--- src/rtl/ps2_rx_ctrl.sv ---
// ps2_rx_ctrl: PS/2 frame receiver with edge filter, timeout and error strobes.
// Optional odd-parity checking is enabled by defining PS2_PARITY_CHECK_EN.
module ps2_rx_ctrl #(
  parameter int TIMEOUT_CYCLES = 5000,
  parameter int CNT_W          = 13
) (
  input  logic       clk,
  input  logic       rst,
  input  logic       ps2_clk,
  input  logic       ps2_data,
  input  logic       rx_en,
  output logic [7:0] dout,
  output logic       rx_done_tick,
  output logic       frame_err,
  output logic       parity_err,
  output logic       busy
);
  typedef enum logic [1:0] {IDLE, DATA, CHECK} state_t;
  localparam logic [CNT_W-1:0] TMO_MAX = CNT_W'(TIMEOUT_CYCLES - 1);
  state_t state, state_n;
  logic [1:0] clk_sr, data_sr;
  logic filt, filt_n, f_tick, data_s, par_ok;
  logic [9:0] sreg, sreg_n;
  logic [3:0] bit_cnt, bit_cnt_n;
  logic [CNT_W-1:0] tmo, tmo_n;
  logic [7:0] dout_n;
  logic done_n, ferr_n, perr_n;
  // Filtered level only moves on two agreeing samples, so a 1-cycle glitch never ticks
  assign filt_n = (clk_sr == 2'b11) ? 1'b1 : (clk_sr == 2'b00) ? 1'b0 : filt;
  assign f_tick = filt & ~filt_n;
  assign data_s = data_sr[1];
`ifdef PS2_PARITY_CHECK_EN
  assign par_ok = ^sreg[8:0];
`else
  assign par_ok = 1'b1;
`endif
  always_ff @(posedge clk or posedge rst)
    if (rst) begin
      clk_sr       <= '0;
      data_sr      <= '0;
      filt         <= 1'b0;
      state        <= IDLE;
      sreg         <= '0;
      bit_cnt      <= '0;
      tmo          <= '0;
      dout         <= '0;
      rx_done_tick <= 1'b0;
      frame_err    <= 1'b0;
      parity_err   <= 1'b0;
      busy         <= 1'b0;
    end else begin
      clk_sr       <= {clk_sr[0], ps2_clk};
      data_sr      <= {data_sr[0], ps2_data};
      filt         <= filt_n;
      state        <= state_n;
      sreg         <= sreg_n;
      bit_cnt      <= bit_cnt_n;
      tmo          <= tmo_n;
      dout         <= dout_n;
      rx_done_tick <= done_n;
      frame_err    <= ferr_n;
      parity_err   <= perr_n;
      busy         <= state_n != IDLE;
    end
  always_comb begin
    state_n   = state;
    sreg_n    = sreg;
    bit_cnt_n = bit_cnt;
    tmo_n     = tmo;
    dout_n    = dout;
    done_n    = 1'b0;
    ferr_n    = 1'b0;
    perr_n    = 1'b0;
    case (state)
      IDLE:
        if (f_tick && rx_en && !data_s) begin
          state_n   = DATA;
          bit_cnt_n = 4'd9;
          tmo_n     = '0;
        end
      DATA:
        if (f_tick) begin
          sreg_n    = {data_s, sreg[9:1]};
          tmo_n     = '0;
          bit_cnt_n = (bit_cnt == 4'd0) ? bit_cnt : bit_cnt - 4'd1;
          state_n   = (bit_cnt == 4'd0) ? CHECK : DATA;
        end else if (tmo == TMO_MAX) begin
          state_n = IDLE;
          ferr_n  = 1'b1;
        end else
          tmo_n = tmo + 1'b1;
      CHECK: begin
        state_n = IDLE;
        ferr_n  = ~sreg[9];
        perr_n  = sreg[9] & ~par_ok;
        done_n  = sreg[9] & par_ok;
        dout_n  = (sreg[9] && par_ok) ? sreg[7:0] : dout;
      end
      default: state_n = IDLE;
    endcase
  end
endmodule

--- config.mk ---
export PLATFORM = sky130hd
export DESIGN_NAME = ps2_rx_ctrl
export DESIGN_NICKNAME = d
export VERILOG_FILES = /design/src/rtl/ps2_rx_ctrl.sv
export SDC_FILE = /design/constraint.sdc
export NUM_CORES = 1
export LEC_CHECK = 0
export CORE_UTILIZATION = 62
export DETAILED_ROUTE_END_ITERATION = 12
export HOLD_SLACK_MARGIN = 0.12
export PLACE_DENSITY = 0.95
export SETUP_SLACK_MARGIN = 0.4
export SLEW_MARGIN = 40
export SYNTH_ARGS = -nofsm -noshare
export SYNTH_HDL_FRONTEND = slang
export SYNTH_SLANG_ARGS = --single-unit
export TNS_END_PERCENT = 30
--- constraint.sdc ---
create_clock -name clk -period 4.42 [get_ports clk]
set_clock_uncertainty 0.05 [all_clocks]
set_input_delay 0.884 -clock clk [delete_from_list [all_inputs] [get_ports clk]]
set_output_delay 0.884 -clock clk [all_outputs]
set_load 0.1 [all_outputs]
Yosys cells after proc, flatten, opt, wreduce, memory -nomap -nowiden:

Cells that the tools add are included.

* register bits: 45
* input bits: 5
* output and inout port bits: 12
* word-level logic and storage cells: 55

* add/sub/neg operators: 2
* equal/unequal tests: 8
* mux-type cells: 19
* bitwise logic cells: 3
* reduce and logical (&&, ||, !) cells: 12

Operator list (number)
* $mux W13: 3
* $pmux W13 S2: 1
* $add A13 B1 Y13 const B: 1
* $eq A13 B13 Y1 const B: 1
* $mux W4: 3
* $mux W2: 4
* $pmux W4 S2: 1
* $ne A2 B2 Y1 const B: 3
* $mux W1: 5
* $eq A2 B2 Y1 const B: 2
* $logic_not A2 Y1: 2
* $logic_not A4 Y1: 1
* $pmux W2 S2: 1
* $reduce_and A2 Y1: 2
* $reduce_and A4 Y1: 1
* $reduce_bool A2 Y1: 2
* $sub A4 B1 Y4 const B: 1
* $ne A3 B3 Y1 const B: 1
* $reduce_and A3 Y1: 1
* $eq A2 B1 Y1 const B: 1
* $logic_and A1 B1 Y1: 2
* $not A1 Y1: 2
* $pmux W1 S2: 1
* $and A1 B1 Y1: 1
* $logic_not A1 Y1: 1

Depth between registers and ports, before layout:

Gate-level depths: netlist (run 1).

* depth after elaboration: 10
* mapped depth: 7
* depth with buffers taken out: 6

Worst setup path after synthesis (run 1):

No wires, ideal clock.

* path kind: register -> output
* start point: register dout[0]
* end point: output dout[0]
* arrival: 0.894 ns
* data required time: 3.486 ns
* setup slack: 2.592 ns
* stages on the path, launching flop included: 1
* buffers on the path: 0
* cell sequence: dfrtp_1

RTL lines
* start: declaration: line 12 `output logic [7:0] dout,`
* start signal: assignment: line 59 `dout <= dout_n;`

No word-level cell between the ends.

Worst setup path after layout (run 1):

* start point: register state[1]
* end point: register tmo[11]

* word-level cells in the longest chain between the ends: 3
* elaborated cells between the ends (all ways): 7
* those cells by class: eq/ne: 3; mux: 1; reduce/logical: 3

Ends and longest elaborated chain
* start: declaration: line 20 `state_t state, state_n;`
* start signal: assignment: line 55 `state <= state_n;`
* $eq A2 B1 Y1 or $logic_not A2 Y1 (tied branches): line 74 `case (state)`
* $ne A3 B3 Y1 (no source line) (tied with other cells)
* $reduce_and A3 Y1 (no source line)
* end signal: assignment: line 58 `tmo <= tmo_n;`
* end: declaration: line 25 `logic [CNT_W-1:0] tmo, tmo_n;`

Parallel ways exist; a longest one is shown, timed or not.
A chain may end at the register's enable or synchronous reset.

==> flow_metrics.tcl, run 1 <==
set metrics [dict create \
    outcome "finished clean" \
    grt_max_degree 46 \
    antenna_found_initial 0 \
    die_area_sq_um 3742 \
    post-route-period-util_pct 51.20 \
    syn_area_per_cell_sq_um 11.31 \
    cts_sinks 45 \
    core_area_sq_um 3337 \
    final-hold-violation-count 0 \
    ctsHoldBuffers 0 \
    ioPinCount 17 \
    ff2ff_setup_slack_ns 2.16 \
    crit_arrival_ns 2.50 \
    p_leak_nw 1.071 \
    dr.pass1.iters 4 \
    syn_inst 192 \
    grt_pass1_wl_mm 6.382 \
    cts_buffers 5 \
    critPathMaxStageDelay_ns 0.69 \
    globalplace.congestion 0.8963 \
    clk_latency_ns 0.36 \
    rsz0062_at_grt "false" \
    cts_buffer_depth 2 \
    layout-drive-gt1-share_pct 22.12 \
    area_growth_pct 7.493 \
    ys_seq_area_share_pct 51.87 \
    antennaDiodeCount 0 \
    path_class "flip-flop to flip-flop" \
    fin_ws_ns 2.157 \
    ys_dominant_reg_cell "dfrtp_1" \
    cts_resized 0 \
    die_h_microns 61.17 \
    p_per_area_nw_per_um2 552.7 \
    num_rows 21 \
    yosysWarnings 0 \
    wirelength_mm 3.926 \
    crit_path_start "state[1]" \
    async_flop_share_pct 100.0 \
    wl_per_cell_microns 15.46 \
    postCtsSetupBuffers 0 \
    clkSlewWorstSetupHoldPaths_ns 0.13 \
    end_kind "flip-flop" \
    start_util_pct 65.05 \
    tightest_slew_ns 0.8519 \
    synth-seq-cells 45 \
    cts_root_buf "clkbuf_4" \
    crit_end "tmo[11]" \
    slowest_stage "nor2_1" \
    slew_headroom_pct 43.00 \
    drv_cap 0 \
    rr_worst_depth 6 \
    pre_cts_ws_ns 2.114 \
    tns_ns 0 \
    first_global_vias 1397 \
    htree_levels 2 \
    total_power_mw 1.290 \
    vias_per_cell 6.181 \
    r2r-end "tmo[11]" \
    hold_class "flip-flop to flip-flop" \
    crit_fanout 12 \
    setup_viol 0 \
    vdd_drop_max_v 0.0002956 \
    drc_errors 0 \
    chipWidth_microns 61.17 \
    drt_iter0_drc 71 \
    crit_chain "inv_1 > ha_1 > inv_2 > nor2_1 > o21ai_0 > a31oi_1" \
    synth_fp_nets 202 \
    dr_total_vias 1570 \
    synth.distinct_cells 53 \
    worstPathRequired_ns 4.66 \
    timing.fmax_mhz 441.9 \
    postRouteAntennaNets 0 \
    final_common_cell "dfrtp_1" \
    period_needed_ns 2.263 \
    nNetsFinal 217 \
    port_buffers 15 \
    synth_edf_count 0 \
    globalRouteTotalUtil_pct 23.92 \
    cts_tree "yes" \
    syn_area_sq_um 2171 \
    crit-reg2reg-launch "state[1]" \
    overflow 0 \
    hpwl_mm 2.761 \
    worst_setup_path_start_kind "flip-flop" \
    drv_slew 0 \
    layout_common_cells "dfrtp_1 (45), mux2_2 (18), inv_1 (15)" \
]
cells by family (layout without fill, tap and decap cells):
logic type | Yosys count | in the layout | synth area share [%]
AOI/OAI and AO/OA | 39 | 39 | 14.29
adders and majority gates | 6 | 6 | 3.343
buffers and inverters | 25 | 41 | 5.360
DFF | 45 | 45 | 51.87
muxes | 20 | 20 | 10.26
other | 1 | 1 | 0.1727
and+or+nand+nor | 56 | 56 | 14.70
Yosys cell counts, types with 3 or more instances:
library cell,count,area (sq um)
nand2_1,14,52.55
dfrtp_1,45,1126
a31oi_1,9,56.30
nand3_1,10,50.05
nand4_1,5,31.28
clkbuf_1,3,11.26
a21oi_1,3,15.01
ha_1,5,62.56
nor2_1,3,11.26
mux2_2,18,202.7
inv_1,16,60.06
o211ai_1,5,37.54
metal layers:
layer / global-route usage [%] / vias up / part of all wire [%]
met5: 0 / - / 0
met4: 9.416 / 0 / 1.8
met3: 8.403 / 12 / 6.5
met2: 38.35 / 53 / 47
met1: 29.75 / 763 / 44
li1: - / 742 / -
sequential cells by signal, indices dropped and copies added (netlist names), 2 cells and up:
name,count
state,2
dout,8
clk_sr,2
sreg,10
bit_cnt,4
data_sr,2
tmo,13
metrics by stage:
stage | cell area [sq um] | hold WS (ns) | instances | utilization (%)
after floorplan | 2171 | 0.2812 | 192 | -
after global placement | 2333 | 0.2844 | 246 | 69.93
after detailed placement | 2278 | 0.2887 | 246 | 68.28
after CTS | 2331 | 0.3186 | 254 | 69.85
after global routing | 2333 | 0.3248 | 254 | 69.93
final | 2333 | 0.3146 | 254 | 69.93
worst max-delay path, delay by kind of cell, from the launching register on:
| family | cells | cell delay, ns |
|---|---|---|
| flops | 1 | 0.44 |
| compound gates | 2 | 0.44 |
| simple gates | 1 | 0.69 |
| fa+ha+maj | 1 | 0.31 |
| buf+inv | 2 | 0.27 |
worst min path at each step:
stage	end	slack (ns)	from	cells past startpoint
3_3_place_gp	data_sr[1]	0.28	data_sr[0]	0
6_report	data_sr[1]	0.31	data_sr[0]	0
2_1_floorplan	data_sr[1]	0.28	data_sr[0]	0
5_1_grt	data_sr[1]	0.32	data_sr[0]	0
4_1_cts	data_sr[1]	0.32	data_sr[0]	0
3_5_place_dp	data_sr[1]	0.29	data_sr[0]	0
cell type report:
cell class | instances | area (sq um)
Multi-Input combinational cell | 122 | 930.9
Clock inverter | 1 | 7.507
Fill cell | 243 | 1003
Inverter | 17 | 63.81
Clock buffer | 7 | 45.04
Tap cell | 46 | 57.56
Sequential cell | 45 | 1126
Timing Repair Buffer | 16 | 102.6
power breakdown:
group | internal [mW] | switching, mW
Combinational | 0.181 | 0.302
Clock | 0.0629 | 0.128
Sequential | 0.513 | 0.104
Note: power is estimated with default switching activity, not from simulation.
==> run 2, diff against run 1 <==
Settings changed: CORE_UTILIZATION 62 to 52, PLACE_DENSITY 0.95 to 0.86.
Clock period 4.42 ns to 2 ns, I/O delays scaled along.
==> run 2 against run 1 <==
Register-to-register slack got worse by 1.9 ns. Combinational power rose to 3.3 times the previous value. Sequential cell count did not move.
==> flow_metrics.tcl, run 2 (synthesis results as in run 1) <==
set metrics [dict create \
    dr.pass1.iters 4 \
    cts_root_buf "clkbuf_8" \
    grt_max_degree 46 \
    tns_ns 0 \
    die_area_sq_um 4437 \
    fin_cells 280 \
    regMostFlops "tmo" \
    worst_setup_path_start_kind "flip-flop" \
    port_buffers 15 \
    dr_total_vias 1746 \
    min_from "data_sr[0]" \
    final-hold-violation-count 0 \
    chipWidth_microns 66.61 \
    final_core_util_pct 69.38 \
    postRouteAntennaNets 0 \
    drv_cap 0 \
    largest_register_ffs 13 \
    r2r-end "tmo[5]" \
    crit_fanout 9 \
    end_kind "flip-flop" \
    pre_cts_ws_ns 0.08035 \
    hpwl_mm 2.993 \
    drt_iter0_drc 98 \
    ctsHoldBuffers 0 \
    outcome "finished clean" \
    final_common_cell "dfrtp_1" \
    ioPinCount 17 \
    die_h_microns 66.61 \
    total_power_mw 3.657 \
    holdWs_ns 0.3054 \
    wl_per_cell_microns 18.60 \
    top_regs "tmo x13, sreg x10, dout x8" \
    antenna_found_initial 0 \
    ff2ff_setup_slack_ns 0.27 \
    p_leak_nw 1.248 \
    wirelength_mm 5.208 \
    layout_common_cells "dfrtp_1 (44), buf_4 (29), nand2_1 (14)" \
    setup_viol 0 \
    rr_worst_depth 7 \
    area_growth_pct 27.84 \
    crit-reg2reg-launch "state[1]" \
    timing.fmax_mhz 576.6 \
    cts_buffer_depth 2 \
    cts_tree "yes" \
    start_util_pct 54.27 \
    drc_errors 0 \
    fin_area_sq_um 2775 \
    post-route-period-util_pct 86.72 \
    layout-drive-gt1-share_pct 38.70 \
    core_area_sq_um 4000 \
    fin_ws_ns 0.2656 \
    cts_sinks 45 \
    cts_buffers 5 \
    antennaDiodeCount 0 \
    num_rows 23 \
    path_class "flip-flop to flip-flop" \
    clk_latency_ns 0.31 \
    rsz0062_at_grt "true" \
    worstHoldPathCells 0 \
    clkSlewWorstSetupHoldPaths_ns 0.09 \
    dp_cells 255 \
    period_needed_ns 1.734 \
    globalplace.congestion 0.8390 \
    first_global_vias 1674 \
    vdd_drop_max_v 0.0008554 \
    nNetsFinal 239 \
    worstPathRequired_ns 2.18 \
    grt_pass1_wl_mm 8.017 \
    overflow 0 \
    p_per_area_nw_per_um2 1318 \
    vias_per_cell 6.236 \
    placed_area_sq_um 2385 \
    crit_arrival_ns 1.91 \
    globalRouteTotalUtil_pct 24.73 \
    hold_class "flip-flop to flip-flop" \
    htree_levels 2 \
    drv_slew 0 \
    min_to "data_sr[1]" \
]
run 2: area by class of cell:
type                    count  area, sq um
fillers                   257         1225
flip-flops and latches     45         1127
multi-input cells         123         1087
repair buffers             37        320.3
clock buffers               6        72.57
inverters                  17        66.31
well taps                  50        62.56
clock inverters             2        38.79
run 2: critical path: stages (launching register included):
cell     delay [ns]
dfrtp_1        0.43
inv_2          0.14
ha_4           0.21
inv_4          0.09
nor3_2         0.24
buf_4          0.18
a41oi_1        0.12
a31oi_1        0.18
run 2: how the worst max path moves through the flow:
stage	start	to	cells after the start
2_1_floorplan	tmo[0]	tmo[8]	6
5_1_grt	state[1]	tmo[5]	7
6_report	state[1]	tmo[5]	7
3_5_place_dp	tmo[5]	tmo[4]	4
3_3_place_gp	rx_en	bit_cnt[2]	5
4_1_cts	clk_sr[0]	sreg[6]	4
run 2: routing by layer:
metal	global-route usage [%]	wire length (microns)	vias to the layer above
met2	40.03	2649	70
li1	-	-	782
met4	13.83	174	0
met1	30.08	2133	873
met3	5.822	250	21
met5	0	0	-
run 2: timing repair:
item                       CTS  global route
pin swaps                    9             3
hold endpoints to repair     0             0
setup buffers               13             3
setup endpoints to repair   31            39
gates cloned                 1             0
gates resized for setup     29             5
run 2: report_power, final:
part | switching (mW) | leakage, nW | internal (mW)
Sequential | 0.240 | 0.585 | 1.14
Clock | 0.316 | 0.0554 | 0.375
Combinational | 0.894 | 0.608 | 0.697
Total | 1.45 | 1.25 | 2.21
